===== src/rtl/aq_pmp_chk_ctrl.sv =====
// rtl/aq_pmp_chk_ctrl.sv - PMP check sequencer: begin/end phase control, lowest-index priority resolve, MMU response
module aq_pmp_chk_ctrl #(
  parameter  int ENTRY_NUM  = 8,
  parameter  int ADDR_WIDTH = 28,
  localparam int IDX_W      = (ENTRY_NUM > 1) ? $clog2(ENTRY_NUM) : 1
) (
  input  logic                  forever_cpuclk,
  input  logic                  cpurst_b,
  input  logic                  mmu_pmp_req,
  input  logic [ADDR_WIDTH-1:0] mmu_pmp_req_pa,
  input  logic [ADDR_WIDTH-1:0] mmu_pmp_req_end_pa,
  input  logic                  mmu_pmp_req_cross,
  input  logic [1:0]            mmu_pmp_req_type,
  input  logic [1:0]            mmu_pmp_req_priv,
  input  logic                  mmu_pmp_abort,
  input  logic                  mmu_pmp_rsp_ack,
  input  logic                  cp0_pmp_upd,
  input  logic [ENTRY_NUM-1:0]  pmp_mmu_hit,
  input  logic [ENTRY_NUM-1:0]  napot_cross,
  input  logic [ENTRY_NUM-1:0]  pmp_entry_napot,
  input  logic [ENTRY_NUM-1:0]  pmpcfg_r,
  input  logic [ENTRY_NUM-1:0]  pmpcfg_w,
  input  logic [ENTRY_NUM-1:0]  pmpcfg_x,
  input  logic [ENTRY_NUM-1:0]  pmpcfg_l,
  output logic [ADDR_WIDTH-1:0] mmu_pmp_pa,
  output logic                  mmu_pmp_chk1,
  output logic                  pmp_mmu_busy,
  output logic                  pmp_mmu_rsp_vld,
  output logic                  pmp_mmu_fault,
  output logic                  pmp_mmu_fault_cross,
  output logic [IDX_W-1:0]      pmp_mmu_hit_idx
);

  typedef enum logic [1:0] {IDLE, CHK0, CHK1, RESP} state_t;

  state_t                r_state;
  state_t                w_state_nxt;
  logic [ADDR_WIDTH-1:0] r_pa;
  logic [ADDR_WIDTH-1:0] r_end_pa;
  logic                  r_cross;
  logic [1:0]            r_type;
  logic [1:0]            r_priv;
  logic [IDX_W-1:0]      r_idx0;
  logic                  r_any0;
  logic                  r_fault0;
  logic                  r_fcross0;
  logic                  r_fault;
  logic                  r_fcross;
  logic [IDX_W-1:0]      r_idx;

  logic [IDX_W-1:0]      w_idx;
  logic                  w_any;
  logic                  w_mmode;
  logic                  w_perm;
  logic                  w_fault;
  logic                  w_fcross;
  logic                  w_mism;

  // Phase resolve: descending scan so the lowest hitting index is written last and wins.
  always_comb begin
    w_idx    = '0;
    w_any    = 1'b0;
    w_perm   = 1'b0;
    w_fault  = 1'b0;
    w_fcross = 1'b0;
    w_mmode  = (r_priv == 2'b11);
    for (int i = ENTRY_NUM - 1; i >= 0; i--) begin
      if (pmp_mmu_hit[i]) begin
        w_idx = IDX_W'(i);
        w_any = 1'b1;
      end
    end
    case (r_type)
      2'b00:   w_perm = pmpcfg_r[w_idx];
      2'b01:   w_perm = pmpcfg_w[w_idx];
      2'b10:   w_perm = pmpcfg_x[w_idx];
      default: w_perm = 1'b0;
    endcase
    if (!w_any) begin
      w_fault = !w_mmode;
    end else if (!w_mmode || pmpcfg_l[w_idx]) begin
      w_fault = !w_perm;
    end
    if (w_any && pmp_entry_napot[w_idx] && !napot_cross[w_idx]) begin
      w_fault  = 1'b1;
      w_fcross = 1'b1;
    end
    if (r_type == 2'b11) begin
      w_fault = 1'b1;
    end
    w_mism = (w_any != r_any0) || (w_idx != r_idx0);
  end

  always_ff @(posedge forever_cpuclk or negedge cpurst_b) begin
    if (!cpurst_b) begin
      r_state <= IDLE;
    end else begin
      r_state <= w_state_nxt;
    end
  end

  always_comb begin
    w_state_nxt  = r_state;
    mmu_pmp_pa   = mmu_pmp_req_pa;
    mmu_pmp_chk1 = 1'b0;
    case (r_state)
      IDLE: begin
        if (mmu_pmp_req) w_state_nxt = CHK0;
      end
      CHK0: begin
        mmu_pmp_pa = r_pa;
        if (cp0_pmp_upd)  w_state_nxt = CHK0;
        else if (r_cross) w_state_nxt = CHK1;
        else              w_state_nxt = RESP;
      end
      CHK1: begin
        mmu_pmp_pa   = r_end_pa;
        mmu_pmp_chk1 = 1'b1;
        w_state_nxt  = cp0_pmp_upd ? CHK0 : RESP;
      end
      RESP: begin
        mmu_pmp_pa = r_pa;
        if (mmu_pmp_rsp_ack) w_state_nxt = IDLE;
      end
      default: w_state_nxt = IDLE;
    endcase
    if (mmu_pmp_abort) w_state_nxt = IDLE;
  end

  always_ff @(posedge forever_cpuclk or negedge cpurst_b) begin
    if (!cpurst_b) begin
      r_pa      <= '0;
      r_end_pa  <= '0;
      r_cross   <= 1'b0;
      r_type    <= 2'b00;
      r_priv    <= 2'b00;
      r_idx0    <= '0;
      r_any0    <= 1'b0;
      r_fault0  <= 1'b0;
      r_fcross0 <= 1'b0;
      r_fault   <= 1'b0;
      r_fcross  <= 1'b0;
      r_idx     <= '0;
    end else begin
      if (r_state == IDLE && w_state_nxt == CHK0) begin
        r_pa     <= mmu_pmp_req_pa;
        r_end_pa <= mmu_pmp_req_end_pa;
        r_cross  <= mmu_pmp_req_cross;
        r_type   <= mmu_pmp_req_type;
        r_priv   <= mmu_pmp_req_priv;
      end
      if (r_state == CHK0 && !cp0_pmp_upd) begin
        r_idx0    <= w_idx;
        r_any0    <= w_any;
        r_fault0  <= w_fault;
        r_fcross0 <= w_fcross;
      end
      // Response fields read zero outside RESP so a stale result is never visible.
      if (w_state_nxt == RESP && r_state == CHK0) begin
        r_fault  <= w_fault;
        r_fcross <= w_fcross;
        r_idx    <= w_idx;
      end else if (w_state_nxt == RESP && r_state == CHK1) begin
        r_fault  <= r_fault0 | w_fault | w_mism;
        r_fcross <= r_fcross0 | w_fcross | w_mism;
        r_idx    <= r_idx0;
      end else if (w_state_nxt != RESP) begin
        r_fault  <= 1'b0;
        r_fcross <= 1'b0;
        r_idx    <= '0;
      end
    end
  end

  assign pmp_mmu_busy        = (r_state != IDLE);
  assign pmp_mmu_rsp_vld     = (r_state == RESP);
  assign pmp_mmu_fault       = r_fault;
  assign pmp_mmu_fault_cross = r_fcross;
  assign pmp_mmu_hit_idx     = r_idx;

endmodule

===== config.mk =====
export PLATFORM = sky130hd
export DESIGN_NAME = aq_pmp_chk_ctrl
export DESIGN_NICKNAME = d
export VERILOG_FILES = /design/src/rtl/aq_pmp_chk_ctrl.sv
export SDC_FILE = /design/constraint.sdc
export NUM_CORES = 1
export LEC_CHECK = 0
export CORE_UTILIZATION = 30
export DETAILED_ROUTE_END_ITERATION = 10
export PLACE_DENSITY = 0.63
export SLEW_MARGIN = 20
export SYNTH_ARGS = -nofsm -noshare
export SYNTH_HDL_FRONTEND = slang
export SYNTH_SLANG_ARGS = --single-unit

===== constraint.sdc =====
create_clock -name forever_cpuclk -period 2.2 [get_ports forever_cpuclk]
set_input_delay 0.66 -clock forever_cpuclk [delete_from_list [all_inputs] [get_ports forever_cpuclk]]
set_output_delay 0.66 -clock forever_cpuclk [all_outputs]
set_load 0.02 [all_outputs]

# After elaboration in Yosys (flattened, before gate mapping)
# Index checks and enable logic that the tools add are counted.
[totals] memories=0 ff_bits=74 ramBits=0 latchBits=0 mem_bits_ro=0 in_bits=123
[op_classes] div=0 n_addsub=0 reduce_logical=17 n_eq_ne=12 bitwise_logic=4 n_lt_le_gt_ge=1 muxes=51 n_shift=0 mul=0
[ops] cell="$pmux W28 S2" n=1
[ops] cell="$mux W3" n=11
[ops] cell="$mux W1" n=26
[ops] cell="$bmux W1 S3" n=6
[ops] cell="$eq A2 B2 Y1 const B" n=6
[ops] cell="$mux W2" n=5
[ops] cell="$pmux W2 S4" n=1
[ops] cell="$eq A2 B1 Y1 const B" n=3
[ops] cell="$logic_and A1 B1 Y1" n=6
[ops] cell="$logic_not A1 Y1" n=4
[ops] cell="$logic_not A2 Y1" n=2
[ops] cell="$lt A3 B4 Y1 const B" n=1
[ops] cell="$or A1 B1 Y1" n=4
[ops] cell="$ne A3 B3 Y1" n=1
[ops] cell="$pmux W1 S3" n=1
[ops] cell="$reduce_bool A3 Y1" n=1
[ops] cell="$logic_or A1 B1 Y1" n=2
[ops] cell="$ne A2 B2 Y1 const B" n=1
[ops] cell="$reduce_bool A2 Y1" n=1
[ops] cell="$reduce_or A2 Y1" n=1
[ops] cell="$ne A1 B1 Y1" n=1

# Depth between registers and ports, before layout
# Gate-level depths: netlist of run 1.
[depth] word_depth=20 ltp_mapped=11 mapped_depth_nobuf=8

# Least setup slack after synthesis of run 1
# No wires, ideal clock.
[synth_path] path_kind="register to output" startpoint="register r_state[1]" endpoint="output port mmu_pmp_pa[0]" path_slack_ns=-0.330 t_arrival_ns=1.870 stages_incl_launch_ff=6 path_buffers=3 path_cell_list="dfrtp_1 clkbuf_1 buf_2 buf_1 mux2i_1 o21ai_0"
[synth_between] elab_chain_cells=3
[synth_rtl] item="start, declared" line_no="36" rtl="state_t r_state;"
[synth_rtl] item="start signal, assigned" line_no="98" rtl="r_state <= w_state_nxt;"
[synth_rtl] item="$eq A2 B2 Y1 / $eq A2 B1 Y1 (equally long branches)" line_no="106" rtl="case (r_state)"
[synth_rtl] item="$reduce_or A2 Y1 (no source line)"
[synth_rtl] item="$pmux W28 S2 *" line_no="106"
[synth_rtl] item="end, declared" line_no="25" rtl="output logic [ADDR_WIDTH-1:0] mmu_pmp_pa,"
# Every way passes the cells marked *; elsewhere a longest branch is shown, timed or not.

# Worst setup path after layout of run 1
[layout_path] startpoint="input port mmu_pmp_req_pa[25]" endpoint="output port mmu_pmp_pa[25]"
[layout_between] elab_chain_cells=1
[layout_rtl] item="start, declared" line_no="10" rtl="input logic [ADDR_WIDTH-1:0] mmu_pmp_req_pa,"
[layout_rtl] item="$pmux W28 S2" line_no="106"
# No other way between the ends.

==> metrics.cfg, run 1 <==
[sta]
period_share_pct = 98.64
rsz0062_at_grt = yes
worst_slack_ps = 29.81
hold_viol = 0
finalMaxSlewViolations = 0
fin_skew_ps = 3.885
fmaxAchievable_mhz = 460.8
finalSetupViolations = 0
worstMarginPinSlew_ps = 529.8
slew_headroom_pct = 64.68
min_period_ps = 2170
fin_setup_tns_ps = 0

[critical_path]
critPathLaunchType = primary input
path_buf_inv = 2
crit_path_top_delay_cell = clkdlybuf4s50_1
cp_max_fo = 2
endpoint_kind = output port
required_ps = 1540
crit_type = primary input to output port
arrival_ps = 1510
worstPathCellList = clkdlybuf4s50_1 -> mux2i_1 -> o21ai_1 -> buf_4
max_stage_delay_ps = 490
cp_top_family = buffers and inverters

[run]
drv_cap = 0

[floorplanning]
coreArea_um2 = 13300
rows = 42
die_w_um = 119.2
initial_core_util_pct = 30.97
dieHeight_um = 119.2
io_pins = 159
die_area_um2 = 14200

[clocking]
clockBufferDepth = 2
root_buffer = clkbuf_16
htree_levels = 3
cts_sinks = 74
clkLatencyLatePin_ps = 330
cts-buffers-inserted = 9
hold_buffers = 0
clkTransAtPathRegs_ps = 60
cts_tree = done

[yosys]
synth-async-reset-ratio_pct = 100.0
yosysWarnings = 0
yosysTopAreaCell = dfrtp_1
ys_seq_area_share_pct = 44.97
synth_seq_cells = 74
syn_nets = 489
mappedNetlistArea_um2 = 4118
ys_types = 63
synth_flop_cell = dfrtp_1
avgSynthCellArea_um2 = 11.25
synth_area_leaders = dfrtp_1 45%, mux2_2 9.6%, mux2i_1 8.0%, mux2_1 7.4%, o21ai_0 4.4%
syn_inst = 366
synth.most_common_cell = dfrtp_1
synth-edff-count = 0
synthTopCellsByCount = 74 x dfrtp_1, 44 x nand2_1, 36 x o21ai_0
yosysTopAreaCellShare_pct = 44.97

[placed_design]
port_buffers = 158
dpl.cell_count = 722
gp_congestion = 0.8874
place_worst_setup_slack_ps = -657.6
dpl-instance-area_um2 = 6215
hpwlAfterDp_um = 8761

[routing]
drt_iter0_drc = 126
totalWireLength_um = 11880
drc = 0
vias_per_cell = 4.854
wire_per_inst_um = 15.93
num_vias = 3621
antenna_left = 0
dr.pass1.iters = 4

[status]
status = finished, final reports clean

[pwr]
p_per_area_nw_per_um2 = 766.4
p_leak_nw = 2.749
ir_worst_vdd_mv = 0.6824

[grt]
track_usage_pct = 16.94
antenna_found_initial = 1
grt_overflow = 0
grt_max_degree = 39
grt_pass1_wl_um = 18970
grt_pass1_vias = 3839

[finish]
fin_nets = 687
drive_gt1_share_pct = 31.81
stdcell_area_um2 = 6620
finalNonFillerCells = 746
syn_to_final_growth_pct = 60.77
fin_util_pct = 49.79

[min_path]
hp-class = primary input to asynchronous set/reset pin

## layer usage
metal | wire, um | GRT usage (%) | vias up
li1 | - | - | 1749
met1 | 5051 | 19.35 | 1755
met2 | 5991 | 30.31 | 95
met3 | 566 | 4.310 | 22
met4 | 274 | 6.092 | 0
met5 | 0 | 0 | -
## cell usage in the layout (no fill, tap or decap), types with 4 or more instances in the layout
cell type	netlist	layout
a21oi_1	6	4
a22oi_1	4	4
a31oi_1	5	5
buf_12	1	7
buf_2	3	11
buf_4	6	60
buf_6	1	5
clkbuf_16	0	10
clkbuf_8	0	4
clkdlybuf4s50_1	0	106
dfrtp_1	74	72
dlygate4sd2_1	0	8
dlymetal6s2s_1	0	6
mux2_1	27	27
mux2_2	35	35
mux2i_1	33	32
nand2_1	44	43
nand3_1	4	4
nand3b_1	5	5
nor2_1	5	5
o21ai_0	36	7
o21ai_1	4	32
## power breakdown
part | switching (mW) | leakage (nW) | internal [mW]
clock | 0.558 | 0.154 | 1.00
sequential | 0.219 | 0.879 | 1.75
combinational | 0.682 | 1.72 | 0.865
total | 1.46 | 2.75 | 3.61
## sequential cells by signal, summed over array words and instances, names as in the netlist
signal	cells
pmp_mmu_fault	1
pmp_mmu_fault_cross	1
pmp_mmu_hit_idx	3
r_any0	1
r_cross	1
r_end_pa	28
r_fault0	1
r_fcross0	1
r_idx0	3
r_pa	28
r_priv	2
r_state	2
r_type	2
## cells by family after synthesis
family	synth area share, %
multiplexers	25.52
AND/OR/NAND/NOR	12.79
AO/OA/AOI/OAI	12.88
flip-flops	44.97
buffers and inverters	3.403
XOR/XNOR	0.4255
## metrics by stage
step	power (mW)	hold WS [ps]
2_1_floorplan	2.796	364.4
3_3_place_gp	3.490	473.4
3_5_place_dp	3.553	482.7
4_1_cts	5.074	321.4
5_1_grt	5.342	332.8
6_report	5.073	305.1
## final timing paths
kind / end / cells past startpoint / slack (ps) / start
min in group forever_cpuclk: r_pa[13] / 1 / 490 / r_pa[13]
worst min-delay path: r_end_pa[10] / 1 / 310 / cpurst_b
max in group asynchronous: r_end_pa[0] / 2 / 1300 / cpurst_b
worst max-delay path: mmu_pmp_pa[25] / 4 / 30 / mmu_pmp_req_pa[25]
worst min register to register: r_pa[13] / 1 / 490 / r_pa[13]
worst max register to register: r_pa[14] / 8 / 130 / r_state[1]
## layout make-up
cell class / instances / area [um2]
fillers: 1223 / 6675
multi-input cells: 269 / 2251
repair buffers: 208 / 1959
flip-flops and latches: 74 / 1854
clock buffers: 13 / 280.3
well taps: 176 / 220.2
clock inverters: 3 / 45.04
inverters: 2 / 7.507
diodes: 1 / 2.502
## timing repair
item,4_1_cts,5_1_grt
setup endpoints to repair,34,72
setup buffers,4,3
pin swaps,27,26
gates cloned,1,1
gates resized for setup,181,47
Note: power is estimated with default switching activity, not from simulation.
==> inputs of run 2 (changes only) <==
- PLACE_DENSITY: 0.63 -> 0.67
==> run 2 against run 1 <==
  * The flow now finishes with violations (negative setup slack)
  * Register-to-register slack about the same
  * Sequential cell count did not move
  * Wire length up 1.3%
  * Worst setup slack worse by 54 ps
  * Sequential share of layout area fell by 0.48 points
  * First-iteration DRC count is 16% higher
  * Combinational power about the same
  * Largest cell class unchanged
  * Count of clock-buffer cells in the layout shrank 2
  * Highest routed layer unchanged
  * Final area is 1.9% higher
  * Via count grew 1.7%
==> metrics.cfg, run 2 (synthesized netlist as in run 1, its figures left out) <==
[pwr]
finalPower_mw = 4.909
p_per_area_nw_per_um2 = 727.7
p_leak_nw = 2.927
ir_worst_vdd_mv = 0.4850

[finish]
syn_to_final_growth_pct = 63.81
finalNonFillerCells = 754
top_regs = r_end_pa (28), r_pa (28)
drive_gt1_share_pct = 33.74
final_cell_mix = 97 x clkdlybuf4s50_1, 72 x dfrtp_1, 70 x buf_4
layout_commonest_cell = clkdlybuf4s50_1
fin_nets = 696
n_antenna_cell = 0

[grt]
grt_max_degree = 45
grt_pass1_vias = 3857
grt_pass1_wl_um = 18920
grt_overflow = 0
track_usage_pct = 16.94
antenna_found_initial = 0

[critical_path]
crit_path_top_delay_cell = or4b_2
arrival_ps = 2460
crit_type = primary input to register
max_stage_delay_ps = 620
endpoint_kind = register
required_ps = 2440
worstPathCellList = clkdlybuf4s50_1 -> or4b_2 -> nand4b_1 -> a211o_1 -> o31a_1 -> o2111ai_2 -> a31oi_1
cp_max_fo = 2
critPathLaunchType = primary input

[placed_design]
dpl.cell_count = 724
gp_congestion = 0.8068
hpwlAfterDp_um = 8873
port_buffers = 158
place_worst_setup_slack_ps = -707.9

[sta]
slew_headroom_pct = 72.05
period_share_pct = 101.1
finalMaxSlewViolations = 0
rsz0062_at_grt = yes
worst_slack_ps = -23.82
min_period_ps = 2224
worstMarginPinSlew_ps = 417.4
fmaxAchievable_mhz = 449.7
whs_ps = 258.6
hold_viol = 0
fin_skew_ps = 8.386
finalSetupViolations = 1

[routing]
dr.pass1.iters = 4
vias_per_cell = 4.886
num_vias = 3684
antenna_left = 0
drt_iter0_drc = 146
totalWireLength_um = 12040
drc = 0
wire_per_inst_um = 15.97

[clocking]
clockBufferDepth = 2
clkTransAtPathRegs_ps = 60
hold_buffers = 0
cts_sinks = 74
clkLatencyLatePin_ps = 330
cts_tree = done
cts-buffers-inserted = 9
htree_levels = 3
root_buffer = clkbuf_16

[status]
violations = negative setup slack
status = complete, but fails checks

[floorplanning]
rows = 42
die_area_um2 = 14200
initial_core_util_pct = 30.97
dieHeight_um = 119.2
io_pins = 159
coreArea_um2 = 13300
die_w_um = 119.2

[min_path]
hp-class = primary input to asynchronous set/reset pin

[run]
drv_cap = 0

[run 2: cell count changes in the layout (fill, tap and decap cells not counted), sizes merged]
| cell | before | now |
|---|---|---|
| clkinvlp | 2 | 0 |
| dlygate4sd2 | 8 | 2 |
| buf | 83 | 92 |
| bufinv | 1 | 0 |
| dlymetal6s2s | 6 | 20 |
| clkinv | 0 | 5 |
| clkdlybuf4s15 | 1 | 0 |
| clkdlybuf4s50 | 106 | 97 |
| diode | 1 | 0 |
[run 2: timing repair]
item	in CTS	in global routing
pin swaps	14	33
resized for setup	184	69
endpoints found under the setup margin	35	82
hold endpoints to repair	0	0
cloned	1	3
setup buffers	5	6
[run 2: worst paths after layout]
| path | startpoint | to | slack [ps] | depth (start not counted) |
|---|---|---|---|---|
| setup reg to reg | r_state[1] | r_cross | 140 | 8 |
| max in group asynchronous | cpurst_b | r_pa[14] | 1360 | 2 |
| min in group forever_cpuclk | pmp_mmu_fault_cross | pmp_mmu_fault_cross | 480 | 2 |
| setup / recovery | pmpcfg_w[2] | r_fault0 | -20 | 7 |
| hold / removal | cpurst_b | r_pa[10] | 260 | 1 |
| hold reg to reg | pmp_mmu_fault_cross | pmp_mmu_fault_cross | 480 | 2 |
[run 2: power by group]
group | internal (mW) | switching, mW
Clock | 0.817 | 0.530
Combinational | 0.901 | 0.684
Sequential | 1.75 | 0.227
Total | 3.47 | 1.44
[run 2: layer usage]
metal	up-vias	track usage, %	share of wire (%)
li1	1765	-	-
met1	1828	20.12	43
met2	78	29.47	51
met3	13	4.358	4.4
met4	0	5.775	1.9
met5	-	0	0
[run 2: worst max-delay path: cells and delay by family]
| family | cells | cell delay [ps] |
|---|---|---|
| compound gates | 4 | 600 |
| buf+inv | 1 | 390 |
| simple gates | 2 | 810 |
[run 2: final cells by class]
type,instances,area [um2]
Clock buffer,11,252.7
Clock inverter,5,28.78
Fill cell,1209,6550
Inverter,2,7.507
Multi-Input combinational cell,269,2278
Sequential cell,74,1857
Tap cell,176,220.2
Timing Repair Buffer,217,2101
[run 2: through the flow]
step	utilization, %	TNS (ps)	cell area, um2
6_report	50.73	-23.82	6745
5_1_grt	50.73	-103.7	6745
4_1_cts	48.93	-33.39	6505
3_5_place_dp	46.88	-31240	6232
3_3_place_gp	46.88	-28970	6232
2_1_floorplan	-	-99.67	4144
